--- src/rtl/button_conditioner.sv ---
// button_conditioner: synchronises, debounces and edge-detects active-low buttons,
// with optional per-channel auto-repeat while a button stays held.
module button_conditioner #(
    parameter int N_BUTTONS       = 3,
    parameter int DEBOUNCE_CYCLES = 500000,
    parameter int REPEAT_DELAY    = 25000000,
    parameter int REPEAT_PERIOD   = 5000000
) (
    input  logic                 clk,
    input  logic                 rst,
    input  logic [N_BUTTONS-1:0] btn_n,
    input  logic                 repeat_en,
    output logic [N_BUTTONS-1:0] pressed,
    output logic [N_BUTTONS-1:0] press_pulse,
    output logic [N_BUTTONS-1:0] release_pulse,
    output logic [N_BUTTONS-1:0] repeat_pulse,
    output logic                 any_press
);
    localparam int MAX_A = DEBOUNCE_CYCLES > REPEAT_DELAY ? DEBOUNCE_CYCLES : REPEAT_DELAY;
    localparam int MAX_P = MAX_A > REPEAT_PERIOD ? MAX_A : REPEAT_PERIOD;
    localparam int W = $clog2(MAX_P + 1);
    localparam logic [W-1:0] DB_LAST = W'(DEBOUNCE_CYCLES - 1);
    localparam logic [W-1:0] RD_LAST = W'(REPEAT_DELAY - 1);
    localparam logic [W-1:0] RP_LAST = W'(REPEAT_PERIOD - 1);

    typedef enum logic [1:0] {IDLE, WAIT_FIRST, REPEATING} rpt_state_t;

    logic [N_BUTTONS-1:0] s1, s2;

    always_ff @(posedge clk) begin
        if (rst) begin
            s1 <= '1;
            s2 <= '1;
        end else begin
            s1 <= btn_n;
            s2 <= s1;
        end
    end

    assign any_press = |press_pulse;

    for (genvar g = 0; g < N_BUTTONS; g++) begin : g_ch
        logic [W-1:0] db_cnt, hold_cnt, hold_cnt_n;
        logic         raw, flip, rise, fall, p, pp, rp, rep, rep_n;
        rpt_state_t   state, state_n;

        assign raw  = ~s2[g];
        assign flip = (raw != p) && (db_cnt == DB_LAST);
        assign rise = flip && raw;
        assign fall = flip && !raw;

        assign pressed[g]       = p;
        assign press_pulse[g]   = pp;
        assign release_pulse[g] = rp;
        assign repeat_pulse[g]  = rep;

        always_ff @(posedge clk) begin
            if (rst) begin
                db_cnt   <= '0;
                p        <= 1'b0;
                pp       <= 1'b0;
                rp       <= 1'b0;
                rep      <= 1'b0;
                state    <= IDLE;
                hold_cnt <= '0;
            end else begin
                db_cnt   <= (raw == p || flip) ? '0 : (&db_cnt ? db_cnt : db_cnt + 1'b1);
                p        <= p ^ flip;
                pp       <= rise;
                rp       <= fall;
                rep      <= rep_n;
                state    <= state_n;
                hold_cnt <= hold_cnt_n;
            end
        end

        always_comb begin
            state_n    = state;
            hold_cnt_n = &hold_cnt ? hold_cnt : hold_cnt + 1'b1;
            rep_n      = 1'b0;
            case (state)
                IDLE: begin
                    hold_cnt_n = '0;
                    state_n    = rise ? WAIT_FIRST : IDLE;
                end
                WAIT_FIRST: if (hold_cnt == RD_LAST) begin
                    rep_n      = 1'b1;
                    state_n    = REPEATING;
                    hold_cnt_n = '0;
                end
                REPEATING: if (hold_cnt == RP_LAST) begin
                    rep_n      = 1'b1;
                    hold_cnt_n = '0;
                end
                default: state_n = IDLE;
            endcase
            // a release being accepted this edge must already silence repeats
            if (!repeat_en || fall || (!p && !rise)) begin
                state_n    = IDLE;
                hold_cnt_n = '0;
                rep_n      = 1'b0;
            end
        end
    end
endmodule

--- config.mk ---
export PLATFORM = sky130hd
export DESIGN_NAME = button_conditioner
export DESIGN_NICKNAME = d
export VERILOG_FILES = /design/src/rtl/button_conditioner.sv
export SDC_FILE = /design/constraint.sdc
export NUM_CORES = 1
export LEC_CHECK = 0
export CORE_UTILIZATION = 45
export DETAILED_ROUTE_END_ITERATION = 10
export PLACE_DENSITY_LB_ADDON = 0.1
export SLEW_MARGIN = 10
export SYNTH_ARGS = -nofsm -noshare
export SYNTH_HDL_FRONTEND = slang
export SYNTH_SLANG_ARGS = --single-unit
--- constraint.sdc ---
create_clock -name clk -period 2 [get_ports clk]
set_input_delay 0.4 -clock clk [delete_from_list [all_inputs] [get_ports clk]]
set_output_delay 0.4 -clock clk [all_outputs]
set_load 0.02 [all_outputs]
==> results of run 1 <==
-- how the worst min path moves through the flow --
stage | depth (start not counted) | startpoint | endpoint | slack [ns]
detailed placement | 1 | s1[1]$_SDFF_PP1_ | s2[1]$_SDFF_PP1_ | 0.40
global route | 1 | s1[0]$_SDFF_PP1_ | s2[0]$_SDFF_PP1_ | 0.43
global placement | 1 | s1[1]$_SDFF_PP1_ | s2[1]$_SDFF_PP1_ | 0.40
finish | 1 | s1[0]$_SDFF_PP1_ | s2[0]$_SDFF_PP1_ | 0.41
CTS | 1 | s1[2]$_SDFF_PP1_ | s2[2]$_SDFF_PP1_ | 0.42
floorplan | 1 | s1[0]$_SDFF_PP1_ | s2[0]$_SDFF_PP1_ | 0.39
-- routing by layer --
layer / routed length, µm / up-vias / share of wire, % / track usage [%]
li1: - / 4541 / - / -
met1: 12000 / 4308 / 47 / 30.4
met2: 12400 / 134 / 48 / 40.2
met3: 798 / 39 / 3.1 / 4.45
met4: 434 / 2 / 1.7 / 6.63
met5: 12 / - / 0.047 / 0
-- power groups by stage --
| stage | registers [mW] | logic, mW | clock network [mW] |
|---|---|---|---|
| after floorplan | 3.55 | 0.0331 | 0 |
| after global placement | 3.55 | 0.0687 | 0 |
| after detailed placement | 3.55 | 0.0693 | 0 |
| after CTS | 3.47 | 0.0697 | 3.56 |
| after global routing | 3.47 | 0.0778 | 3.67 |
| final | 3.47 | 0.0711 | 3.48 |
-- area by class of cell --
cell class | count | area share, %
Clock inverter | 10 | 1.06
Tap cell | 270 | 2.65
Inverter | 26 | 0.765
Clock buffer | 22 | 3.72
Multi-Input combinational cell | 828 | 46.9
Sequential cell | 174 | 27.5
Timing Repair Buffer | 240 | 17.4
-- synthesized netlist by cell type (all sizes together) (5+ instances only) --
cell	n
a211oi	39
a21oi	54
a31oi	11
and2	5
and3	13
and4	19
buf	37
clkbuf	28
dfxtp	174
ha	18
inv	26
mux2i	9
nand2	70
nand3	53
nand4	54
nor2	68
nor3	65
nor4	37
nor4b	8
o211ai	11
o21ai	54
o31ai	26
or2	15
or3	54
or4	37
or4b	5
xnor2	34
xor2	16
-- registers in the layout (all words and copies together) (netlist names) --
| register | cells |
|---|---|
| g_ch.db_cnt | 75 |
| g_ch.rp | 3 |
| g_ch.rep | 3 |
| g_ch.hold_cnt | 75 |
| s1 | 3 |
| g_ch.state | 6 |
| g_ch.pp | 3 |
| g_ch.p | 3 |
| s2 | 3 |
-- cell families after synthesis --
kind of cell    count (synthesis)  synth area share (%)
mux                             9                 0.969
compound gates                227                  16.2
flops                         174                  37.5
buf+inv                        91                  4.98
simple gates                  524                  33.2
fa+ha+maj                      18                  2.42
xor+xnor                       50                  4.71
-- critical path: stages, from the launching register on --
cell and delay (ns):
dfxtp_4 0.34, or4b_1 0.49, or4_4 0.51, o21ai_1 0.16, and3b_2 0.22, buf_6 0.13
clkbuf_16 0.15, nor3_1 0.05
-- what timing repair did --
action | 4_1_cts | 5_1_grt
buffers inserted | 6 | 8
pin swaps | 17 | 23
endpoints found under the setup margin | 97 | 138
hold buffers | 0 | 0
gates cloned | 4 | 10
resized for setup | 54 | 92
-- through the flow --
| step | cells | power [mW] | setup WS (ns) | cell area, µm² | util (%) |
|---|---|---|---|---|---|
| 4_1_cts | 1552 | 7.10 | -0.131 | 12100 | 60.0 |
| 3_5_place_dp | 1510 | 3.62 | -0.257 | 11200 | 55.2 |
| 6_report | 1570 | 7.02 | -0.156 | 12800 | 63.1 |
| 3_3_place_gp | 1510 | 3.62 | -0.101 | 11200 | 55.2 |
| 2_1_floorplan | 1093 | 3.59 | -0.0637 | 9430 | - |
| 5_1_grt | 1570 | 7.22 | -0.208 | 12800 | 63.1 |
==> metrics, run 1 <==
Die H 146 µm; CTS tree built; Peak Freq 464 MHz; drt first pass iters 5; internal power 5.57 mW; CP Data Arrival Time 2.47 ns; most common cell after layout, fill and taps aside buf_4; initial DRC count 391; Core Area 20200 µm²; Reg2Reg Capture Point g_ch[1].hold_cnt[10]$_SDFF_PP0_; post-synthesis register bit count 174; Clock Sinks 174; Layout Skew 0.00774 ns; register area 3510 µm²; final setup fails 77; Worst Tran Pin Value 0.661 ns; Fillers 1674; Reg-to-Reg Start g_ch[1].hold_cnt[23]$_SDFF_PP0_; P_sw 1.45 mW; switching portion of total power 20.7%; yosys warns 0; mapped cell area 9290 µm²; CTS clk-pin slew, worst paths 0.07 ns; Clock power frac 49.5%; Pleak 4.20 nW; vias in the first global route 8540; final hold viol count 0; Gate power share 1.0%; Async SR Flop Fraction 0%; Fin Hold WS 0.413 ns; initial antenna violation count 1; main flop type after synthesis dfxtp_1; violated checks setup timing; GP Congestion 0.823; Root Driver clkbuf_16; unique cell type count in the Yosys netlist 78; hpwl dp 16.6 mm; crit path from g_ch[1].hold_cnt[23]$_SDFF_PP0_; Area contributors post-synth dfxtp_1, nand4_1, or3_1; Port-buffer cells 18; Starting Density 45.9%; CP Max Fanout 6; worst setup path end g_ch[1].hold_cnt[10]$_SDFF_PP0_; total global-route track usage 23.6%; slew margin rel. 55.5%; unrepaired setup endpoints after global routing true; Min-Delay Path Class register to register; die width 146 µm; status complete, but fails checks; Vias/cell 5.75; Seq pwr share 49.4%; Routed WL 25.6 mm; fin nets 1311; H-tree Lvls 4; Reg2Reg Depth 7; number of synthesized flops with an enable pin 0; syn_nets 1117; CTS Buf Count 17; Synth Instances 1093; WP data required 2.32 ns; post-route setup TNS -6.01 ns; Remaining Overflow, GRT 0; largest area contributor in the netlist dfxtp_1; largest net degree at the start of global routing 28; P&R area growth vs syn 37.3%; first-pass GRT wire length 41.2 mm; clock latency on the worst-skew pair 0.43 ns; Cell Pwr Density 550 nW/µm²; CP Class register to register; R2R setup slack -0.16 ns; die area 21200 µm²; pins over their slew limit 0; Clock Tree Buf Depth 2; Period Utilization, post-route 108%; Multi-input gate area 5990 µm²; row cnt 52; max cap viols 0; vias 9024; layout cell share with drive strength beyond 1 32.3%; nature of the critical path endpoint register; setup ws final -0.156 ns; sequential fraction of the synthesis area 37.5%; ant diodes 0; Syn Area/Cell 8.50 µm²; Routed WL per cell 16.3 µm; Worst setup SP type register; most frequent cells in the layout buf_4, dfxtp_1, nand2_1; Post-DRT Antenna Nets 0; peak supply drop 494 µV; post-layout minimum cycle time 2.16 ns; top-area cell type share of the netlist area 37.5%; Residual DRC 0; IO Count 19
No activity file was read; power rests on OpenSTA's default activity.
==> run 2, diff against run 1 <==
--- a/config.mk
+++ b/config.mk
@@ -8,6 +8,7 @@
 export CORE_UTILIZATION = 45
 export DETAILED_ROUTE_END_ITERATION = 10
 export PLACE_DENSITY_LB_ADDON = 0.1
+export SKIP_CTS_REPAIR_TIMING = 1
 export SLEW_MARGIN = 10
 export SYNTH_ARGS = -nofsm -noshare
 export SYNTH_HDL_FRONTEND = slang
==> run 2 against run 1 <==
Against the previous run: flip-flop and latch count unchanged; maximum frequency is 0.66% higher; sequential share of layout area is 0.39 points higher; critical endpoint is now g_ch[1].hold_cnt[13]$_SDFF_PP0_; non-clock buffer count shrank 9; worst setup slack improved by 0.014 ns; core utilization down 0.97 points; clock power about the same; count of clock-buffer cells in the layout stayed put; combinational power up 4.9%; global-route usage down 1.0 points; the flow still finishes with violations (setup timing); highest routed layer unchanged; first-iteration DRC count grew 2.8%; design area is 1.5% lower.
==> metrics, run 2 (synthesis results as in run 1) <==
status complete, but fails checks (unchanged); violated checks setup timing (unchanged); CP bufs+invs 1 (was 2); Worst Tran Pin Value 0.661 ns (unchanged); Residual DRC 0 (unchanged); initial DRC count 402 (was 391); Reg-to-Reg Start g_ch[1].hold_cnt[23]$_SDFF_PP0_ (unchanged); GP Congestion 0.823 (unchanged); die area 21200 µm² (unchanged); Top Registers g_ch.db_cnt: 75 flops, g_ch.hold_cnt: 75 flops, g_ch.state: 6 flops (unchanged); initial antenna violation count 1 (unchanged); hpwl dp 16.6 mm (unchanged); Reg2Reg Depth 6 (was 7); total global-route track usage 22.6% (was 23.6%); max cap viols 0 (unchanged); drt first pass iters 4 (was 5); Layout Skew 0.00921 ns (was 0.00774 ns); CTS Buf Count 17 (unchanged); nature of the critical path endpoint register (unchanged); Placed Area 11200 µm² (unchanged); vias 9015 (was 9024); WP data required 2.31 ns (was 2.32 ns); P&R area growth vs syn 35.2% (was 37.3%); CP Max Fanout 12 (was 6); first-pass GRT wire length 39.6 mm (was 41.2 mm); R2R setup slack -0.14 ns (was -0.16 ns); Clock Sinks 174 (unchanged); die width 146 µm (unchanged); Fillers 1736 (was 1674); fin util 62.1% (was 63.1%); Die H 146 µm (unchanged); Multi-input gate area 5890 µm² (was 5990 µm²); Root Driver clkbuf_16 (unchanged); Gate power share 1.1% (was 1.0%); Min-Delay Path Class register to register (unchanged); register area 3500 µm² (was 3510 µm²); Period Utilization, post-route 107% (was 108%); Final Cell Area 12600 µm² (was 12800 µm²); Worst setup SP type register (unchanged); Routed WL per cell 16.0 µm (was 16.3 µm); Remaining Overflow, GRT 0 (unchanged); Reg2Reg Capture Point g_ch[1].hold_cnt[13]$_SDFF_PP0_ (was g_ch[1].hold_cnt[10]$_SDFF_PP0_); CTS clk-pin slew, worst paths 0.06 ns (was 0.07 ns); Starting Density 45.9% (unchanged); WHS Endpoint s2[2]$_SDFF_PP1_ (was s2[0]$_SDFF_PP1_); CP Data Arrival Time 2.45 ns (was 2.47 ns); Seq pwr share 49.5% (was 49.4%); pins over their slew limit 0 (unchanged); most common cell after layout, fill and taps aside buf_4 (unchanged); unrepaired setup endpoints after global routing true (unchanged); Routed WL 25.0 mm (was 25.6 mm); switching portion of total power 20.6% (was 20.7%); post-route setup TNS -7.13 ns (was -6.01 ns); CTS tree built (unchanged); largest net degree at the start of global routing 28 (unchanged); Clock power frac 49.4% (was 49.5%); Crit path max-delay family simple AND/OR/NAND/NOR gates (unchanged); Peak Freq 467 MHz (was 464 MHz); most frequent cells in the layout buf_4, dfxtp_1, nand2_1 (unchanged); fin nets 1302 (was 1311); Post-DRT Antenna Nets 0 (unchanged); Port-buffer cells 18 (unchanged); CP Class register to register (unchanged); IO Count 19 (unchanged); Core Area 20200 µm² (unchanged); vias in the first global route 8320 (was 8540); Worst Hold Depth 1 (unchanged); slew margin rel. 55.5% (unchanged); peak supply drop 493 µV (was 494 µV); P_sw 1.44 mW (was 1.45 mW); Critical Path Max Stage Delay 0.52 ns (was 0.51 ns); Pleak 4.21 nW (was 4.20 nW); layout cell share with drive strength beyond 1 30.3% (was 32.3%); ant diodes 0 (unchanged); Vias/cell 5.78 (was 5.75); Hold Crit Start s1[2]$_SDFF_PP1_ (was s1[0]$_SDFF_PP1_); final hold viol count 0 (unchanged); clock latency on the worst-skew pair 0.43 ns (about the same); Cell Pwr Density 558 nW/µm² (was 550 nW/µm²); final setup fails 80 (was 77); row cnt 52 (unchanged); internal power 5.57 mW (about the same); post-layout minimum cycle time 2.14 ns (was 2.16 ns); H-tree Lvls 4 (unchanged); critical-path cell list or4b_1 > or4_4 > o21ai_2 > and3b_2 > clkbuf_16 > a211oi_1 (was or4b_1 > or4_4 > o21ai_1 > and3b_2 > buf_6 > clkbuf_16 > nor3_1); Clock Tree Buf Depth 2 (unchanged); cell with the largest stage delay on the worst path or4_4 (unchanged); setup ws final -0.142 ns (was -0.156 ns)
-- run 2: routing by layer --
layer	wire [µm]	GRT usage [%]	vias to the layer above	share of wire [%]
met5	12	0	-	0.048
met4	473	7.00	2	1.9
met3	841	4.26	36	3.4
met2	12000	37.6	159	48
met1	11600	29.4	4287	47
li1	-	-	4531	-
-- run 2: worst max path at each step --
stage / startpoint / endpoint / slack [ns] / cells past startpoint
global route: g_ch[2].db_cnt[7]$_SDFFE_PP0N_ / g_ch[2].hold_cnt[21]$_SDFF_PP0_ / -0.19 / 8
CTS: g_ch[2].db_cnt[9]$_SDFFE_PP0N_ / g_ch[2].hold_cnt[16]$_SDFF_PP0_ / -0.27 / 7
floorplan: g_ch[1].hold_cnt[7]$_SDFF_PP0_ / g_ch[1].hold_cnt[7]$_SDFF_PP0_ / -0.06 / 7
detailed placement: g_ch[2].db_cnt[9]$_SDFFE_PP0N_ / g_ch[2].hold_cnt[16]$_SDFF_PP0_ / -0.26 / 7
finish: g_ch[1].hold_cnt[23]$_SDFF_PP0_ / g_ch[1].hold_cnt[13]$_SDFF_PP0_ / -0.14 / 6
global placement: rst / g_ch[0].db_cnt[13]$_SDFFE_PP0N_ / -0.10 / 6
-- run 2: through the flow --
stage	total power [mW]	instances	setup slack [ns]	hold slack, ns
6_report	7.01	1561	-0.142	0.413
3_5_place_dp	3.62	1510	-0.257	0.396
2_1_floorplan	3.59	1093	-0.0637	0.389
5_1_grt	7.22	1561	-0.190	0.431
4_1_cts	7.10	1542	-0.269	0.417
3_3_place_gp	3.62	1510	-0.101	0.396
-- run 2: layout make-up --
type	count	area share [%]
clock inverter	10	1.08
clock buffer	22	3.77
timing repair buffer	231	16.9
tap	270	2.69
multi-input combinational	828	46.9
inverter	26	0.777
sequential	174	27.9
-- run 2: power by group through the flow --
stage / Clock (mW) / Combinational, mW / Sequential (mW)
after floorplan: 0 / 0.0331 / 3.55
after global placement: 0 / 0.0687 / 3.55
after detailed placement: 0 / 0.0693 / 3.55
after CTS: 3.56 / 0.0695 / 3.47
after global routing: 3.67 / 0.0810 / 3.47
final: 3.47 / 0.0746 / 3.47
